**src/rtl/fetch_sequencer.sv**
```systemverilog
// Instruction-fetch controller: owns the PC, latches memory words into the
// instruction register and offers them to the datapath over valid/ready.
module fetch_sequencer #(
  parameter logic [15:0] RESET_PC    = 16'h0000,
  parameter logic [3:0]  HALT_OPCODE = 4'hF
) (
  input  logic        clk,
  input  logic        rst,
  input  logic        start,
  output logic [15:0] imem_addr,
  input  logic [23:0] imem_data,
  output logic [23:0] ir,
  output logic        ir_valid,
  input  logic        ir_ready,
  input  logic        redirect,
  input  logic [15:0] redirect_addr,
  output logic [15:0] pc,
  output logic        halted,
  output logic [15:0] issue_count
);

  typedef enum logic [1:0] {
    S_IDLE,
    S_FETCH,
    S_ISSUE,
    S_HALT
  } state_t;

  state_t state;
  logic   fire;

  // A redirect squashes the handshake even when the datapath is ready.
  assign fire      = ir_valid & ir_ready & ~redirect;
  assign imem_addr = pc;

  always_ff @(posedge clk or posedge rst) begin
    if (rst) begin
      state       <= S_IDLE;
      pc          <= RESET_PC;
      ir          <= '0;
      ir_valid    <= 1'b0;
      halted      <= 1'b0;
      issue_count <= '0;
    end else begin
      case (state)
        S_IDLE: begin
          if (start) state <= S_FETCH;
        end
        S_FETCH: begin
          if (redirect) begin
            pc <= redirect_addr;
          end else if (imem_data[23:20] == HALT_OPCODE) begin
            ir     <= imem_data;
            halted <= 1'b1;
            state  <= S_HALT;
          end else begin
            ir       <= imem_data;
            pc       <= pc + 16'd1;
            ir_valid <= 1'b1;
            state    <= S_ISSUE;
          end
        end
        S_ISSUE: begin
          if (redirect) begin
            ir_valid <= 1'b0;
            pc       <= redirect_addr;
            state    <= S_FETCH;
          end else if (fire) begin
            ir_valid    <= 1'b0;
            issue_count <= issue_count + 16'd1;
            state       <= S_FETCH;
          end
        end
        S_HALT: begin
          ir_valid <= 1'b0;
          halted   <= 1'b1;
        end
        default: state <= S_IDLE;
      endcase
    end
  end

endmodule

```
**config.mk**
```make
export PLATFORM = sky130hd
export DESIGN_NAME = fetch_sequencer
export DESIGN_NICKNAME = d
export VERILOG_FILES = /design/src/rtl/fetch_sequencer.sv
export SDC_FILE = /design/constraint.sdc
export NUM_CORES = 1
export LEC_CHECK = 0
export ABC_AREA = 1
export CAP_MARGIN = 15
export CORE_UTILIZATION = 50
export CTS_BUF_LIST = sky130_fd_sc_hd__clkbuf_4 sky130_fd_sc_hd__clkbuf_8
export DETAILED_ROUTE_END_ITERATION = 7
export PLACE_DENSITY = 0.88
export SYNTH_ARGS = -nofsm -noshare
export SYNTH_HDL_FRONTEND = slang
export SYNTH_SLANG_ARGS = --single-unit
```
**constraint.sdc**
```tcl
create_clock -name clk -period 3.4 [get_ports clk]
set_input_delay 0.68 -clock clk [delete_from_list [all_inputs] [get_ports clk]]
set_output_delay 0.68 -clock clk [all_outputs]
set_load 0.005 [all_outputs]
```
==> summary.txt, run 1 <==
Critical path fanouts, max: 27
Critical Path End Type: register
Setup_tns: 0 ns
CP max stage delay: 0.46 ns
Total Power: 3.53 mW
Fillers: 452
CP Depth: 8
Worst r2r dst: imem_addr[14]
Crit path to: imem_addr[0]
Total CTS buffers: 9
Max Freq: 423 MHz
Utilization after layout: 0.719
Fin crit period: 2.36 ns
Clock transition at path regs: 0.07 ns
Drt initial violations: 129
Crit share post-route: 0.695
Part of the power in registers: 0.365
Comb pwr share: 0.473
Count of different cell masters after synthesis: 27
Worst r2r src: imem_addr[1]
Vias per cell: 5.11
H-tree lvl count: 3
Critical Path Source: imem_data[22]
RD Place Congestion: 0.888
Clock root buffer: clkbuf_8
Layout cells sized above 1: 0.104
Sink Count: 60
Pre-antenna DRT Iters: 4
Initial antenna violation count: 0
Vias: 3003
Outcome: completed
Final setup fails: 0
Final-stage net count: 553
Core ar.: 6350 um^2
DIE WIDTH: 82.9 um
Sw Ratio: 0.364
Vias in the first global route: 2993
Global Route Usage Sum: 0.233
Rows: 29
Register area share after synthesis: 0.459
Worst EP arrival: 2.59 ns
PnR worst setup slack: 1.04 ns
CP max stage cell: clkdlybuf4s50_1
Die Area: 6880 um^2
Cell Area, Synth: 3270 um^2
Worst Skew: 0.00425 ns
P&R area growth vs syn: 39.4%
Drc violations: 0
Top Family by Delay on Critical Path: simple AND/OR/NAND/NOR gates
Overflow left after global routing: 0
Synth Register Bits: 60
Dpl hpwl: 5620 um
Sw power: 1.28 mW
Die Ht: 82.9 um
Avg Cell Area, Syn: 8.25 um^2
Hold Crit Class: reg -> reg
Max-Cap Viols: 0
RSZ-0062 raised after global routing: no
Clock power share: 0.162
Worst path most repeated cell: inv_1
Crit-path cells: clkdlybuf4s50_1, inv_1, nor3_1, nand3_1, nand2_2, inv_1, nand2_1, o21ai_0
Net Count, Synth: 444
Post-CTS setup buffer count: 0
CTS tree: built
Post-route ant nets: 0
Maximum VDD drop: 511 uV
IO buf count: 118
Bufs on Longest Clock Path: 2
Initial Utilization: 0.516
Worst-Skew Late Latency: 0.34 ns
Slew HR: 0.577
Drt total wl: 7560 um
Worst reg-to-reg path cell count: 8
CP Launch Type: input port
Int Power: 2.25 mW
LEAKAGE: 2.11 nW
First-pass GRT wire length: 13000 um
Count of yosys warnings during synthesis: 0
# IOs: 119
Critical path data required time: 3.62 ns
ANT cells: 0
Syn Inst Count: 397
Measured slew at the worst slew-check pin: 0.634 ns
DR WL/cell: 12.9 um
WS Path Type: in -> reg
Final hold viol count: 0
DP Worst Slack: 0.694 ns
Worst R2R Setup Slack: 1.67 ns
PD cells: 774 nW/um^2
PostCTS Resize Cnt: 0
Fin. max-slew vios: 0
Largest net degree at the start of global routing: 31
Hold_buf cts: 0
CP bufs+invs: 3
[cell usage in the layout, fill, tap and decap left out]
master and n:
o21ai_0 14, nand2_2 3, clkdlybuf4s50_1 118, nor2_2 2, ha_1 2, dfrtp_1 60, nor2_4 3, o21ai_1 1
a21oi_1 1, clkinv_4 3, clkinvlp_4 3, inv_2 3, mux2_1 2, nand3b_1 1, or2_2 1, xor2_1 8
nand2_1 120, buf_4 2, clkbuf_8 9, o21bai_2 1, nand3_1 25, xnor2_1 9, clkinv_2 1, nor3_1 4
o31ai_1 1, o21bai_1 1, mux2_2 20, nand2_4 2, inv_1 32, nand4_1 6, nor2_1 53
[worst reg2reg max path: stages (launching register included)]
cell and delay, ns:
dfrtp_1 0.45, ha_1 0.23, nand3_1 0.18, nor2_1 0.37, nand3_1 0.13, nand2_1 0.09
nand3_1 0.07, nand2_1 0.08, nand2_1 0.04
[layout make-up]
class                      instances  area (um^2)  share of cell area
clock buffer                       9          124              0.0271
clock inverter                     7         53.8              0.0118
inverter                          35          131              0.0288
multi-input combinational        280         1460               0.320
sequential                        60         1500               0.329
tap                               77         96.3              0.0211
timing repair buffer             120         1200               0.262
[power by group through the flow]
stage / sequential, mW / clock (mW) / combinational (mW)
detailed placement: 1.30 / 0 / 1.68
global route: 1.34 / 0.610 / 1.85
floorplan: 1.27 / 0 / 0.922
global placement: 1.27 / 0 / 1.62
finish: 1.29 / 0.572 / 1.67
CTS: 1.29 / 0.576 / 1.69
[synthesized netlist by cell type]
| cell | n | area, um^2 |
|---|---|---|
| o21ai_1 | 1 | 5.00 |
| dfrtp_1 | 60 | 1500 |
| nor2_1 | 53 | 199 |
| o21bai_2 | 1 | 11.3 |
| nor2_4 | 3 | 33.8 |
| nand3_1 | 25 | 125 |
| mux2_2 | 20 | 225 |
| or2_2 | 1 | 6.26 |
| mux2_1 | 2 | 22.5 |
| nand2_2 | 3 | 18.8 |
| ha_1 | 2 | 25.0 |
| nand2_4 | 2 | 22.5 |
| xor2_1 | 8 | 70.1 |
| nor2_2 | 2 | 12.5 |
| inv_2 | 2 | 7.51 |
| o21ai_0 | 14 | 70.1 |
| nand3b_1 | 1 | 7.51 |
| nand2_1 | 120 | 450 |
| o21bai_1 | 1 | 7.51 |
| buf_4 | 18 | 135 |
| a21oi_1 | 1 | 5.00 |
| xnor2_1 | 9 | 78.8 |
| nor3_1 | 4 | 20.0 |
| inv_1 | 33 | 124 |
| buf_6 | 4 | 45.0 |
| nand4_1 | 6 | 37.5 |
| o31ai_1 | 1 | 7.51 |
[metrics by stage]
stage / cells / hold WS, ns / cell area (um^2)
after global routing: 588 / 0.508 / 4560
after detailed placement: 572 / 0.470 / 4390
after global placement: 572 / 0.470 / 4390
final: 588 / 0.480 / 4560
after floorplan: 397 / 0.468 / 3270
after CTS: 588 / 0.485 / 4560
[cell families after synthesis]
family          after synthesis  synth area share
compound gates               19            0.0325
xor+xnor                     17            0.0455
fa+ha+maj                     2           0.00764
buf+inv                      57            0.0951
flops                        60             0.459
mux                          22            0.0757
simple gates                220             0.285
[registers in the layout, indices dropped and copies added, names as in the netlist]
name	count
halted	1
imem_addr	16
ir	24
ir_valid	1
issue_count	16
state	2
[how the worst min path moves through the flow]
stage	cells past startpoint	from	slack, ns	to
2_1_floorplan	1	halted	0.47	halted
3_5_place_dp	1	halted	0.47	halted
3_3_place_gp	1	halted	0.47	halted
5_1_grt	1	halted	0.51	halted
4_1_cts	1	halted	0.49	halted
6_report	1	halted	0.48	halted
[metal layers]
metal,track usage,vias up,wire [um]
met5,0,-,0
met4,0.0846,0,117
met1,0.270,1438,3200
met2,0.411,93,3830
met3,0.0646,13,413
li1,-,1459,-
(Power assumes the default switching activity.)
==> inputs of run 2 (changes only) <==
CORE_UTILIZATION = 46   (was 50)
PLACE_DENSITY = 0.82   (was 0.88)
clock period = 2.4 ns   (was 3.4 ns; I/O delays follow)
==> run 2 against run 1 <==
  * Total power grew 50%
  * Clock skew grew 0.0022 ns
  * Die area grew 8.5%
  * Clock power grew 84%
  * Register-to-register slack lost 0.96 ns
  * Critical path type is now reg -> out
  * Critical endpoint is now pc[12]
  * Largest power group unchanged
  * Highest routed layer unchanged
==> summary.txt, run 2 (synthesis results as in run 1) <==
Outcome: completed
Vias in the first global route: 2896
Total CTS buffers: 9
Initial antenna violation count: 0
Clock power share: 0.197
PD cells: 1130 nW/um^2
Worst Skew: 0.00646 ns
Overflow left after global routing: 0
Top reg by flops: ir
PnR worst setup slack: 0.553 ns
RSZ-0062 raised after global routing: no
Global Route Usage Sum: 0.224
Worst-Skew Late Latency: 0.34 ns
ANT cells: 0
Crit-path cells: clkdlybuf4s50_1
DR WL/cell: 12.6 um
Critical path fanouts, max: 7
Sw power: 1.79 mW
Post-CTS setup buffer count: 0
Layout cells sized above 1: 0.107
Worst EP arrival: 1.37 ns
Measured slew at the worst slew-check pin: 0.466 ns
Final-stage net count: 556
CP Depth: 1
IO buf count: 118
Fin. max-slew vios: 0
Hold Crit Class: in -> async
Comb pwr share: 0.457
Fillers: 562
FF/Latch Area: 1500 um^2
Max FFs per register: 24
Largest net degree at the start of global routing: 29
Drc violations: 0
Maximum VDD drop: 575 uV
Hold_buf cts: 0
Vias per cell: 4.83
Worst r2r src: issue_count[0]
Leading cell type in the layout, fill and taps excluded: nand2_1
CP bufs+invs: 1
Fin crit period: 1.85 ns
Setup_tns: 0 ns
Critical Path End Type: primary output
Drt initial violations: 135
Core ar.: 6830 um^2
CTS tree: built
Top Family by Delay on Critical Path: buffers and inverters
Die Ht: 86.4 um
Die Area: 7460 um^2
Initial Utilization: 0.479
PostCTS Resize Cnt: 0
Worst R2R Setup Slack: 0.71 ns
Worst r2r dst: issue_count[14]
Multi-input logic area: 1460 um^2
Dpl hpwl: 5640 um
# IOs: 119
Bufs on Longest Clock Path: 2
Clock transition at path regs: 0.07 ns
LEAKAGE: 2.17 nW
Final hold viol count: 0
Vias: 2942
P&R area growth vs syn: 43.0%
Final setup fails: 0
Sw Ratio: 0.339
Part of the power in registers: 0.346
First-pass GRT wire length: 13000 um
Max Freq: 542 MHz
Post-route ant nets: 0
DP Worst Slack: 0.208 ns
WS Path Type: reg -> out
RD Place Congestion: 0.852
Max-Cap Viols: 0
Critical path data required time: 1.92 ns
Rows: 30
DIE WIDTH: 86.4 um
CP Launch Type: register
H-tree lvl count: 3
Clock root buffer: clkbuf_8
Pre-antenna DRT Iters: 4
Sink Count: 60
Slew HR: 0.689
Int Power: 3.50 mW
CP max stage cell: clkdlybuf4s50_1
CP max stage delay: 0.56 ns
Crit share post-route: 0.769
Drt total wl: 7700 um
Commonest cells after routing, fill and taps aside: 120 x nand2_1, 118 x clkdlybuf4s50_1, 60 x dfrtp_1, 53 x nor2_1, 32 x inv_1
Worst reg-to-reg path cell count: 10
run 2: area by class of cell:
type / instances / share of cell area
tap: 96 / 0.0257
clock buffer: 11 / 0.0323
clock inverter: 4 / 0.0155
sequential: 60 / 0.321
timing repair buffer: 123 / 0.266
inverter: 35 / 0.0281
multi-input combinational: 280 / 0.312
run 2: power groups by stage:
stage                     combinational [mW]  sequential (mW)  clock (mW)
after floorplan                         1.31             1.80           0
after global placement                  2.37             1.81           0
after detailed placement                2.44             1.84           0
after CTS                               2.45             1.83        1.06
after global routing                    2.68             1.89        1.10
final                                   2.42             1.83        1.05
run 2: worst reg2reg max path, cell delays in order, from the launching register on:
cell	delay [ns]
dfrtp_1	0.45
ha_1	0.19
inv_1	0.05
nor2_1	0.22
inv_1	0.13
nor2_4	0.15
nand2_2	0.09
nor2_4	0.12
nand2_1	0.06
nand2_1	0.07
nand2_1	0.04
run 2: per-stage QoR:
stage          cells  hold WS [ns]  instance area [um^2]   util  power (mW)
6_report         609         0.465                  4680  0.685        5.30
4_1_cts          609         0.475                  4680  0.685        5.34
2_1_floorplan    397         0.468                  3270      -        3.11
3_5_place_dp     594         0.473                  4460  0.653        4.28
3_3_place_gp     594         0.468                  4460  0.653        4.18
5_1_grt          609         0.513                  4680  0.685        5.68
run 2: layer usage:
layer,up-vias,GRT usage,wire [um]
li1,1459,-,-
met1,1368,0.263,3290
met2,104,0.390,3800
met3,11,0.0524,493
met4,0,0.0985,121
met5,-,0,0
run 2: worst max path at each step:
stage | start | endpoint | slack (ns)
after CTS | imem_addr[12] | pc[12] | 0.53
final | imem_addr[12] | pc[12] | 0.55
after global routing | imem_data[22] | imem_addr[0] | 0.43
after detailed placement | imem_data[22] | imem_addr[0] | 0.21
after floorplan | rst | halted | 0.44
after global placement | imem_data[22] | imem_addr[0] | 0.30
==> inputs of run 3 (changes only) <==
CORE_UTILIZATION = 42   (was 46)
PLACE_DENSITY = 0.79   (was 0.82)
clock period = 1.5 ns   (was 2.4 ns; I/O delays follow)
==> run 3 against run 2 <==
  * Setup slack worse by 0.51 ns
  * Sequential share of layout area down 2.3 points
  * Largest power group unchanged
  * Utilization about the same
  * Cell area up 8.4%
  * Final cell count up 9.2%
  * Total power up 61%
  * Flip-flop and latch count unchanged
  * Via count up 7.9%
==> summary.txt, run 3 (synthesis results as in run 1) <==
Hold Crit Class: in -> async
CP bufs+invs: 2
Initial antenna violation count: 0
Layout cells sized above 1: 0.239
Crit share post-route: 0.971
CP Depth: 2
Drt initial violations: 99
Die Ht: 90.3 um
Vias: 3175
Top reg by flops: ir
Drt total wl: 8370 um
CP max stage delay: 0.41 ns
Clock root buffer: clkbuf_8
Final setup fails: 0
Rows: 31
Max-Cap Viols: 0
IO buf count: 118
WS Path Type: reg -> out
Max Freq: 687 MHz
Initial Utilization: 0.442
Fin crit period: 1.46 ns
Maximum VDD drop: 853 uV
Commonest cells after routing, fill and taps aside: 119 x nand2_1, 66 x dlygate4sd2_1, 52 x buf_4, 50 x dfrtp_1, 45 x nor2_1
Global Route Usage Sum: 0.219
Vias in the first global route: 3265
Comb pwr share: 0.509
Worst R2R Setup Slack: 0.04 ns
CTS tree: built
Max FFs per register: 24
Vias per cell: 4.77
P&R area growth vs syn: 55.1%
Int Power: 5.51 mW
Slew HR: 0.772
Post-DP Area: 4560 um^2
RSZ-0062 raised after global routing: yes
Bufs on Longest Clock Path: 2
Die Area: 8150 um^2
Final hold viol count: 0
Sink Count: 60
CP Launch Type: register
ANT cells: 0
Worst Skew: 0.00451 ns
DIE WIDTH: 90.3 um
Sw Ratio: 0.356
Sw power: 3.04 mW
# IOs: 119
Worst r2r src: issue_count[0]
Overflow left after global routing: 0
Dpl hpwl: 5470 um
Clock power share: 0.178
DR WL/cell: 12.6 um
Clock transition at path regs: 0.07 ns
Post-route ant nets: 0
CP max stage cell: dfrtp_2
Total CTS buffers: 9
Crit-path cells: buf_4, dlygate4sd2_1
PD cells: 1680 nW/um^2
Worst r2r dst: issue_count[14]
Worst reg-to-reg path cell count: 11
Critical path fanouts, max: 2
Drc violations: 0
Pre-antenna DRT Iters: 7
First-pass GRT wire length: 14400 um
Worst-Skew Late Latency: 0.34 ns
H-tree lvl count: 3
RD Place Congestion: 0.852
Leading cell type in the layout, fill and taps excluded: nand2_1
Outcome: completed
Worst EP arrival: 1.16 ns
Top Family by Delay on Critical Path: flip-flops
Core ar.: 7410 um^2
Post-layout instance area: 5080 um^2
LEAKAGE: 2.65 nW
Fin. max-slew vios: 0
Setup_tns: 0 ns
Final-stage net count: 608
Critical Path End Type: primary output
Measured slew at the worst slew-check pin: 0.342 ns
Largest net degree at the start of global routing: 61
Critical path data required time: 1.20 ns
Part of the power in registers: 0.313
-- run 3: stage by stage --
stage | setup slack (ns) | std cells | total power, mW | hold slack (ns) | util
after detailed placement | -0.299 | 608 | 6.95 | 0.468 | 0.616
after global routing | -0.0599 | 665 | 9.22 | 0.419 | 0.685
final | 0.0439 | 665 | 8.55 | 0.362 | 0.685
after global placement | -0.260 | 608 | 6.79 | 0.464 | 0.616
after CTS | -0.000670 | 661 | 8.49 | 0.391 | 0.673
after floorplan | 0.0944 | 397 | 4.97 | 0.406 | -
-- run 3: timing repair --
item                                    4_1_cts  5_1_grt
gates resized for setup                      80       29
endpoints found under the setup margin       72       24
pin swaps                                     0        8
setup buffers                                37        4
cloned                                        0        0
endpoints found under the hold margin         0        0
hold buffers                                  0        0
-- run 3: power by group through the flow --
stage	clock network, mW	logic, mW	registers [mW]
detailed placement	0	4.05	2.89
floorplan	0	2.09	2.88
global placement	0	3.95	2.85
global route	1.61	4.84	2.78
finish	1.52	4.35	2.68
CTS	1.55	4.27	2.67
-- run 3: layout make-up --
type,count,area [um^2]
Fill cell,619,2330
Timing Repair Buffer,175,1580
Sequential cell,60,1510
Multi-Input combinational cell,280,1510
Clock buffer,12,159
Inverter,35,135
Tap cell,99,124
Clock inverter,4,47.5
-- run 3: worst register-to-register path: stages, from the launching register on --
cell     delay (ns)
dfrtp_1        0.38
buf_6          0.11
ha_2           0.16
inv_2          0.05
nor2_4         0.09
inv_2          0.06
nor2_4         0.09
nand2_2        0.08
nor2_4         0.14
nand2_1        0.06
nand2_1        0.07
nand2_1        0.05
-- run 3: how the worst max path moves through the flow --
stage | startpoint | endpoint | slack (ns)
after CTS | issue_count[0] | issue_count[14] | -0.0007
after floorplan | imem_addr[1] | imem_addr[10] | 0.09
after global placement | imem_data[22] | imem_addr[13] | -0.26
final | imem_addr[13] | imem_addr[13] | 0.04
after detailed placement | imem_data[22] | imem_addr[9] | -0.30
after global routing | issue_count[0] | issue_count[14] | -0.06
-- run 3: metal layers --
| metal | up-vias | global-route usage | wire length [um] |
|---|---|---|---|
| li1 | 1568 | - | - |
| met1 | 1489 | 0.248 | 3390 |
| met2 | 103 | 0.398 | 4340 |
| met3 | 15 | 0.0387 | 466 |
| met4 | 0 | 0.0995 | 172 |
| met5 | - | 0 | 0 |
